--- src/rtl/design_sel_sequencer_if.sv ---
// -----------------------------------------------------------------------------
// design_sel_sequencer_if
//   Request/response handshake between a select source (config register or
//   housekeeping pins) and the design-select sequencer.
//
//   Signals:
//     req_valid  requester -> sequencer  select-change request
//     req_sel    requester -> sequencer  requested design (0..7)
//     req_ready  sequencer -> requester  high only while the sequencer is in RUN
//     resp_valid sequencer -> requester  one-cycle completion / refusal pulse
//     resp_err   sequencer -> requester  qualifies resp_valid, 1 = refused
//
//   Modports:
//     master  the select source
//     slave   the sequencer
// -----------------------------------------------------------------------------
interface design_sel_sequencer_if;
   logic       req_valid;
   logic [2:0] req_sel;
   logic       req_ready;
   logic       resp_valid;
   logic       resp_err;

   modport master (
      output req_valid,
      output req_sel,
      input  req_ready,
      input  resp_valid,
      input  resp_err
   );

   modport slave (
      input  req_valid,
      input  req_sel,
      output req_ready,
      output resp_valid,
      output resp_err
   );
endinterface

--- src/rtl/design_sel_sequencer.sv ---
// -----------------------------------------------------------------------------
// design_sel_sequencer
//   Run-time owner of the 3-bit design select and the shared design reset that
//   feed the multi-design IO mux. Every select change (or restart) walks the
//   same sequence so that no design ever drives pads while the mux is moving:
//
//     RUN -> QUIESCE (GUARD_CYCLES, old select, pads killed, design in reset)
//         -> SWITCH  (1 cycle, new select loaded)
//         -> HOLD    (HOLD_CYCLES, new select, pads killed, design in reset)
//         -> RUN     (reset released, pads enabled, response issued)
//
//   Ports:
//     clk_i         system clock
//     rst           synchronous active-high reset
//     bus           request/response handshake (slave modport)
//     soft_rst      restart the current design without changing the select
//     design_sel    mux select
//     design_rst_n  active-low reset to all designs
//     io_quiet      1 forces every io_oe low in the mux
//     busy          1 whenever the sequencer is not in RUN
//     lock          (only with DESIGN_SEL_SEQUENCER_LOCK_EN) sticky refusal
//
//   Optional feature macro: DESIGN_SEL_SEQUENCER_LOCK_EN
//     When defined, adds the lock input. Once lock is sampled high in RUN the
//     block refuses every request and ignores soft_rst until rst.
//
//   All outputs are registered.
// -----------------------------------------------------------------------------
module design_sel_sequencer #(
   parameter int             GUARD_CYCLES  = 4,
   parameter int             HOLD_CYCLES   = 16,
   parameter int             CNT_W         = 8,
   parameter logic [2:0]     DEFAULT_SEL   = 3'd0,
   parameter logic [7:0]     DISABLED_MASK = 8'h00
) (
   input  logic                         clk_i,
   input  logic                         rst,
   design_sel_sequencer_if.slave        bus,
   input  logic                         soft_rst,
`ifdef DESIGN_SEL_SEQUENCER_LOCK_EN
   input  logic                         lock,
`endif
   output logic [2:0]                   design_sel,
   output logic                         design_rst_n,
   output logic                         io_quiet,
   output logic                         busy
);

   typedef enum logic [1:0] {
      ST_RUN     = 2'd0,
      ST_QUIESCE = 2'd1,
      ST_SWITCH  = 2'd2,
      ST_HOLD    = 2'd3
   } state_t;

   // Counter load values: a phase of N cycles counts N-1 down to 0.
   localparam logic [CNT_W-1:0] GUARD_LOAD = CNT_W'(GUARD_CYCLES - 1);
   localparam logic [CNT_W-1:0] HOLD_LOAD  = CNT_W'(HOLD_CYCLES - 1);
   localparam logic [CNT_W-1:0] CNT_ZERO   = '0;
   localparam logic [CNT_W-1:0] CNT_ONE    = CNT_W'(1);

   state_t           state;
   logic [CNT_W-1:0] cnt;
   logic [2:0]       pending_sel;
   // Set when the running sequence was started by an accepted request, so the
   // return to RUN reports completion; restarts and boot stay silent.
   logic             resp_pend;

   logic             accept;
   logic             refuse;
   logic             lock_refuse;

   // req_ready is a registered copy of (state == RUN), so accept implies RUN.
   always_comb begin
      accept = 1'b0;
      refuse = 1'b0;
      accept = bus.req_valid && bus.req_ready;
      refuse = DISABLED_MASK[bus.req_sel] || lock_refuse;
   end

`ifdef DESIGN_SEL_SEQUENCER_LOCK_EN
   logic locked;

   // lock is only sampled in RUN. A request that proceeds in the same cycle
   // takes precedence; if lock is still high on the return to RUN it is
   // sampled then.
   always_ff @(posedge clk_i) begin
      if (rst) begin
         locked <= 1'b0;
      end else if ((state == ST_RUN) && lock && !(accept && !refuse)) begin
         locked <= 1'b1;
      end
   end

   always_comb begin
      lock_refuse = 1'b0;
      lock_refuse = locked;
   end
`else
   always_comb begin
      lock_refuse = 1'b0;
   end
`endif

   always_ff @(posedge clk_i) begin
      if (rst) begin
         // Boot looks like the tail of a switch to DEFAULT_SEL: HOLD with the
         // full hold time remaining, and no response at the end.
         state        <= ST_HOLD;
         cnt          <= HOLD_LOAD;
         pending_sel  <= DEFAULT_SEL;
         resp_pend    <= 1'b0;
         design_sel   <= DEFAULT_SEL;
         design_rst_n <= 1'b0;
         io_quiet     <= 1'b1;
         busy         <= 1'b1;
         bus.req_ready  <= 1'b0;
         bus.resp_valid <= 1'b0;
         bus.resp_err   <= 1'b0;
      end else begin
         bus.resp_valid <= 1'b0;
         bus.resp_err   <= 1'b0;

         case (state)
            // ---- RUN: design live, accepting requests ----
            ST_RUN: begin
               if (accept) begin
                  if (refuse) begin
                     // Refusal leaves select, reset and pads untouched.
                     bus.resp_valid <= 1'b1;
                     bus.resp_err   <= 1'b1;
                  end else begin
                     // Accepted even when req_sel == design_sel: acts as a restart.
                     pending_sel   <= bus.req_sel;
                     resp_pend     <= 1'b1;
                     state         <= ST_QUIESCE;
                     cnt           <= GUARD_LOAD;
                     design_rst_n  <= 1'b0;
                     io_quiet      <= 1'b1;
                     busy          <= 1'b1;
                     bus.req_ready <= 1'b0;
                  end
               end else if (soft_rst && !lock_refuse) begin
                  // A request in the same cycle wins; soft_rst only reaches here
                  // when nothing was accepted.
                  pending_sel   <= design_sel;
                  resp_pend     <= 1'b0;
                  state         <= ST_QUIESCE;
                  cnt           <= GUARD_LOAD;
                  design_rst_n  <= 1'b0;
                  io_quiet      <= 1'b1;
                  busy          <= 1'b1;
                  bus.req_ready <= 1'b0;
               end
            end

            // ---- QUIESCE: old select, pads killed, design in reset ----
            ST_QUIESCE: begin
               if (cnt == CNT_ZERO) begin
                  state <= ST_SWITCH;
               end else begin
                  cnt <= cnt - CNT_ONE;
               end
            end

            // ---- SWITCH: move the mux while everything is quiet ----
            ST_SWITCH: begin
               design_sel <= pending_sel;
               state      <= ST_HOLD;
               cnt        <= HOLD_LOAD;
            end

            // ---- HOLD: new select, design still in reset ----
            ST_HOLD: begin
               if (cnt == CNT_ZERO) begin
                  state          <= ST_RUN;
                  design_rst_n   <= 1'b1;
                  io_quiet       <= 1'b0;
                  busy           <= 1'b0;
                  bus.req_ready  <= 1'b1;
                  bus.resp_valid <= resp_pend;
                  resp_pend      <= 1'b0;
               end else begin
                  cnt <= cnt - CNT_ONE;
               end
            end

            // Corrupted state: fall back to a safe switch to DEFAULT_SEL.
            default: begin
               state         <= ST_QUIESCE;
               cnt           <= GUARD_LOAD;
               pending_sel   <= DEFAULT_SEL;
               resp_pend     <= 1'b0;
               design_rst_n  <= 1'b0;
               io_quiet      <= 1'b1;
               busy          <= 1'b1;
               bus.req_ready <= 1'b0;
            end
         endcase
      end
   end

endmodule
--- src/flat_wrapper.sv ---
// flat-port wrapper written by rule: the top's interface ports become plain ports
module design_sel_sequencer_flat 
#(
   parameter int             GUARD_CYCLES  = 4,
   parameter int             HOLD_CYCLES   = 16,
   parameter int             CNT_W         = 8,
   parameter logic [2:0]     DEFAULT_SEL   = 3'd0,
   parameter logic [7:0]     DISABLED_MASK = 8'h00
)
  (clk_i, rst, soft_rst, design_sel, design_rst_n, io_quiet, busy, bus_req_valid, bus_req_sel, bus_req_ready, bus_resp_valid, bus_resp_err);
  design_sel_sequencer_if bus_i ();
  input  logic clk_i;
  input  logic rst;
  input  logic soft_rst;
  output logic [2:0] design_sel;
  output logic design_rst_n;
  output logic io_quiet;
  output logic busy;
  input wire logic [$bits(bus_i.req_valid)-1:0] bus_req_valid;
  input wire logic [$bits(bus_i.req_sel)-1:0] bus_req_sel;
  output wire logic [$bits(bus_i.req_ready)-1:0] bus_req_ready;
  output wire logic [$bits(bus_i.resp_valid)-1:0] bus_resp_valid;
  output wire logic [$bits(bus_i.resp_err)-1:0] bus_resp_err;
  assign bus_i.req_valid = bus_req_valid;
  assign bus_i.req_sel = bus_req_sel;
  assign bus_req_ready = bus_i.req_ready;
  assign bus_resp_valid = bus_i.resp_valid;
  assign bus_resp_err = bus_i.resp_err;
  design_sel_sequencer #(.GUARD_CYCLES(GUARD_CYCLES), .HOLD_CYCLES(HOLD_CYCLES), .CNT_W(CNT_W), .DEFAULT_SEL(DEFAULT_SEL), .DISABLED_MASK(DISABLED_MASK)) u_core (.clk_i(clk_i), .rst(rst), .bus(bus_i), .soft_rst(soft_rst), .design_sel(design_sel), .design_rst_n(design_rst_n), .io_quiet(io_quiet), .busy(busy));
endmodule
--- config.mk ---
export PLATFORM = sky130hd
export DESIGN_NAME = design_sel_sequencer_flat
export DESIGN_NICKNAME = d
export VERILOG_FILES = /design/src/rtl/design_sel_sequencer_if.sv /design/src/rtl/design_sel_sequencer.sv /design/src/flat_wrapper.sv
export SDC_FILE = /design/constraint.sdc
export NUM_CORES = 1
export LEC_CHECK = 0
export CORE_MARGIN = 5
export CORE_UTILIZATION = 56
export DETAILED_ROUTE_END_ITERATION = 10
export GPL_TIMING_DRIVEN = 0
export PLACE_DENSITY = 0.82
export RECOVER_POWER = 100
export SYNTH_ARGS = -nofsm -noshare
export SYNTH_HDL_FRONTEND = slang
export SYNTH_SLANG_ARGS = --single-unit
--- constraint.sdc ---
create_clock -name clk_i -period 3.2 [get_ports clk_i]
set_clock_uncertainty 0.05 [all_clocks]
set_input_delay 0.48 -clock clk_i [delete_from_list [all_inputs] [get_ports clk_i]]
set_output_delay 0.48 -clock clk_i [all_outputs]
set_load 0.01 [all_outputs]
==> out/results.ini, run 1 <==
[critical_path]
max_stage_delay_ns=0.57
cp_slowest_cell=a32oi_1
crit_path_start_kind=flip-flop
worst_ep_required_time_ns=3.34
rr_endpoint=u_core.cnt[7]
path_buf_inv=1
crit_chain=inv_1, ha_1, a21boi_0, a32oi_1, or2_0, o221ai_1
r2r_setup_slack_ns=0.89
crit_family=compound AO/OA/AOI/OAI gates
ff2ff_path_depth=6
critPathArrivalTime_ns=2.45
rr_startpoint=u_core.state[0]
end_kind=flip-flop
crit_path_max_fanout=10
critPathKind=reg -> reg

[clocking]
cts_resized=0
insertion_delay_ns=0.30
cts.sinks=20
post_cts_buffers=0
h-tree-depth=1
clockRootBuffer=clkbuf_4
cts_hold_buf=0
clock_path_buffers=2
clk_pin_slew_worst_paths_ns=0.12
tritoncts=done
cts_made_buffers=3

[timing]
slew_viol_final=0
hold_viol_final=0
rsz0062_at_grt=false
holdWs_ns=0.399
slew_headroom=0.450
max_freq_mhz=433
tightest_slew_ns=0.818
finalCritPeriodShare=0.722
setup_viol=0
setup_tns_ns=0
min_period_ns=2.31

[route]
wl_per_cell_um=13.2
firstDrtPassIters=4
drt_iter0_markers=28
antenna_left=0
routed_wl_mm=2.32
avgViaCountPerCell=5.67
drc_errors=0
vias=998

[die]
initial_core_util=0.574
rows=16
io_pins=16
die_height_um=54.4
die_x_um=54.4
dieArea_mm2=0.00296
core_mm2=0.00192

[yosys]
synth_top_area_cell=dfxtp_1
yosys_warnings=0
synth_cells=132
synth-main-ff-cell=dfxtp_1
synthTopCellsByArea=dfxtp_1, ha_1, nor2_1
avgSynthCellArea_um2=8.36
synth.ff_latch_count=20
synth_area_mm2=0.00110
synth_top_area_frac=0.363
synth_edf_count=0
async_flop_share=0
yosysSeqAreaShare=0.363
syn-num-nets=146
synth_cell_type_count=41

[grt]
grt_usage=0.178
grt_max_degree=13
grt_pass1_vias=913
grt_pass1_wl_mm=3.88
grt_overflow=0
antenna_found_initial=0

[power]
power_mw=0.766
pwr-share-clk=0.273
leakagePower_nw=0.514
p_comb_frac=0.312
power_frac_seq=0.415
power.density_mw_per_mm2=590
vdd_drop_max_v=0.000472
p_sw_frac=0.334
p_switching_mw=0.256
intPower_mw=0.510

[min_path]
worstHoldStart=u_core.resp_pend
hold_path_depth=2
holdPathEnd=u_core.bus.resp_valid
hp-class=reg -> reg

[finish]
layout_common_cells=dfxtp_1, nor2_1, inv_1, nand2_1, o21ai_0
syn2layout_area_growth_pct=17.6
nets=164
drive_gt1_frac=0.0604
final_common_cell=dfxtp_1
post-route-util=0.675
fillerInstances=177
antenna_cells=0

[place]
port_buffers=13
hpwlAfterDp_mm=1.76
place_congestion=0.834

[outcome]
status=finished, final reports clean

[job]
drv_cap=0

-- flip-flops by register name (all words and copies together) (netlist names) --
name,cells
u_core.cnt,8
u_core.pending_sel,3
u_core.io_quiet,1
u_core.resp_pend,1
u_core.state,2
u_core.design_sel,3
u_core.bus.resp_valid,1
u_core.design_rst_n,1
-- stage by stage --
stage	cells	cell area [um^2]	setup slack (ns)
finish	176	1300	0.889
global route	176	1300	0.716
CTS	176	1320	1.19
detailed placement	172	1270	1.14
global placement	172	1270	1.15
floorplan	132	1100	1.45
-- power by group through the flow --
| stage | Sequential (mW) | Clock [mW] | Combinational (mW) |
|---|---|---|---|
| 3_3_place_gp | 0.323 | 0 | 0.234 |
| 3_5_place_dp | 0.326 | 0 | 0.242 |
| 2_1_floorplan | 0.316 | 0 | 0.194 |
| 4_1_cts | 0.320 | 0.212 | 0.245 |
| 5_1_grt | 0.324 | 0.224 | 0.266 |
| 6_report | 0.318 | 0.209 | 0.239 |
-- routing by layer --
layer | GRT usage | up-vias | routed length, um
met5 | 0 | - | 0
met4 | 0.0913 | 0 | 64
met3 | 0.0272 | 8 | 83
met2 | 0.275 | 25 | 1050
met1 | 0.238 | 462 | 1120
li1 | - | 503 | -
-- worst register-to-register path, delay by kind of cell, from the launching register on --
family	cells	cell delay, ns
buffers and inverters	1	0.15
and+or+nand+nor	1	0.28
adders and majority gates	1	0.28
DFF	1	0.53
AOI/OAI and AO/OA	3	0.90
-- synth_stat cells (all sizes together) (2+ instances only) --
cell type	number
nand2	10
nor2	15
or2	2
a32oi	2
a21oi	3
a311oi	3
nor3	7
inv	12
clkbuf	2
ha	7
buf	3
o221ai	2
dfxtp	20
a31oi	4
o21ai	9
or3	2
and2	2
mux2i	4
nand4	2
a21boi	3
-- layout make-up --
class	count	area [um^2]	area share
Tap cell	27	33.8	0.0260
Timing Repair Buffer	13	130	0.100
Clock inverter	1	30.0	0.0231
Multi-Input combinational cell	95	606	0.467
Sequential cell	20	400	0.309
Clock buffer	3	22.5	0.0174
Buffer	5	30.0	0.0231
Inverter	12	45.0	0.0347
-- kinds of logic (layout without fill, tap and decap cells) --
kind of cell | after synthesis | after routing | synth area share
and+or+nand+nor | 48 | 48 | 0.226
AOI/OAI and AO/OA | 34 | 34 | 0.217
DFF | 20 | 20 | 0.363
buffers and inverters | 17 | 34 | 0.0680
adders and majority gates | 7 | 7 | 0.0794
muxes | 4 | 4 | 0.0363
other | 1 | 1 | 0.00340
xor gates and xnor gates | 1 | 1 | 0.00794
-- how the worst max path moves through the flow --
stage	from	to	slack (ns)	cells after the start
final	u_core.state[0]	u_core.cnt[7]	0.89	6
after global routing	u_core.state[0]	u_core.cnt[7]	0.72	6
after CTS	u_core.state[0]	u_core.cnt[5]	1.19	6
after detailed placement	bus_req_valid	u_core.pending_sel[2]	1.14	5
after global placement	bus_req_valid	u_core.pending_sel[2]	1.15	5
after floorplan	u_core.state[0]	u_core.state[1]	1.45	6
Note: power is estimated with default switching activity, not from simulation.
==> run 2: changes to the inputs <==
--- a/config.mk
+++ b/config.mk
@@ -6,10 +6,10 @@
 export NUM_CORES = 1
 export LEC_CHECK = 0
 export CORE_MARGIN = 5
-export CORE_UTILIZATION = 56
+export CORE_UTILIZATION = 47
 export DETAILED_ROUTE_END_ITERATION = 10
 export GPL_TIMING_DRIVEN = 0
-export PLACE_DENSITY = 0.82
+export PLACE_DENSITY = 0.73
 export RECOVER_POWER = 100
 export SYNTH_ARGS = -nofsm -noshare
 export SYNTH_HDL_FRONTEND = slang
==> constraint.sdc (replaced) <==
create_clock -name clk_i -period 1.9 [get_ports clk_i]
set_clock_uncertainty 0.05 [all_clocks]
set_input_delay 0.285 -clock clk_i [delete_from_list [all_inputs] [get_ports clk_i]]
set_output_delay 0.285 -clock clk_i [all_outputs]
set_load 0.01 [all_outputs]
==> out/results.ini, run 2 (synthesis gave the netlist of run 1 again) <==
[outcome]
status=finished, final reports clean

[timing]
hold_viol_final=0
finalCritPeriodShare=0.954
min_period_ns=1.81
max_freq_mhz=552
tightest_slew_ns=0.596
slew_viol_final=0
fin_ws_ns=0.0879
rsz0062_at_grt=false
holdWs_ns=0.377
setup_viol=0
slew_headroom=0.600
setup_tns_ns=0

[place]
port_buffers=13
preCtsSetupSlack_ns=-0.101
placed_area_mm2=0.00127
hpwlAfterDp_mm=1.94
place_congestion=0.828

[job]
drv_cap=0

[finish]
post-route-util=0.601
final_common_cell=dfxtp_1
layout_common_cells=dfxtp_1, nor2_1, inv_1, nand2_1, o21ai_0
syn2layout_area_growth_pct=21.5
antenna_cells=0
fillerInstances=204
fin_area_mm2=0.00134
largest_register_ffs=8
drive_gt1_frac=0.114
nets=164
regMostFlops=u_core.cnt
reg_top3=u_core.cnt x8, u_core.design_sel x3, u_core.pending_sel x3
ff_latch_area_um2=405
multiInputGateArea_um2=659

[clocking]
tritoncts=done
clock_path_buffers=2
cts_made_buffers=3
h-tree-depth=1
clk_pin_slew_worst_paths_ns=0.12
post_cts_buffers=0
cts_hold_buf=0
insertion_delay_ns=0.30
cts.sinks=20
clockRootBuffer=clkbuf_4

[grt]
antenna_found_initial=0
grt_usage=0.162
grt_pass1_vias=925
grt_max_degree=12
grt_pass1_wl_mm=4.34
grt_overflow=0

[route]
firstDrtPassIters=5
vias=1022
avgViaCountPerCell=5.77
drc_errors=0
wl_per_cell_um=14.8
drt_iter0_markers=18
routed_wl_mm=2.62
antenna_left=0

[die]
initial_core_util=0.494
io_pins=16
die_x_um=58.5
die_height_um=58.5
dieArea_mm2=0.00342
core_mm2=0.00223
rows=17

[power]
vdd_drop_max_v=0.000743
leakagePower_nw=0.510
power.density_mw_per_mm2=924

[critical_path]
worst_ep_required_time_ns=2.05
crit_path_max_fanout=10
critPathArrivalTime_ns=1.97
crit_path_start_kind=flip-flop
end_kind=flip-flop
critPathKind=reg -> reg

[min_path]
hp-class=in -> reg

[run 2: changes by cell type in the layout (fill, tap and decap cells not counted), sizes merged]
cell,change
bufinv,-1
dlygate4sd3,-1
clkbuf,+1
clkdlybuf4s50,+1
[run 2: per-layer routing]
metal  global-route usage  share of wire
met5                    0              0
met1                0.219           0.45
met2                0.254           0.49
met3               0.0307          0.036
met4               0.0596          0.024
[run 2: repair_timing]
item,CTS,global route
resized for setup,2,7
pin swaps,1,1
endpoints found under the setup margin,9,10
[run 2: critical path, stage by stage (launching register included)]
cell and delay [ns]:
dfxtp_4 0.40, ha_2 0.23, or2_2 0.34, a21boi_2 0.21
o21a_1 0.23, a211o_1 0.26
[run 2: cell type report]
class                           instances  share of cell area
Multi-Input combinational cell         95               0.492
Timing Repair Buffer                   13              0.0970
Clock buffer                            4              0.0271
Inverter                               12              0.0336
Tap cell                               28              0.0261
Sequential cell                        20               0.302
Buffer                                  5              0.0224
[run 2: final timing paths]
kind               startpoint                    end  slack [ns]  depth (start not counted)
max reg2reg   u_core.state[0]        u_core.state[1]        0.09                          5
min                       rst          u_core.cnt[2]        0.38                          3
max           u_core.state[0]        u_core.state[1]        0.09                          5
min reg2reg  u_core.resp_pend  u_core.bus.resp_valid        0.40                          2
[run 2: power by group]
part,internal [mW],switching [mW]
Combinational,0.197,0.245
Sequential,0.478,0.0674
Clock,0.117,0.136
[run 2: metrics by stage]
| step | instances | power (mW) |
|---|---|---|
| final | 177 | 1.24 |
| after global routing | 177 | 1.34 |
| after CTS | 177 | 1.22 |
| after detailed placement | 173 | 0.958 |
| after global placement | 173 | 0.940 |
| after floorplan | 132 | 0.858 |
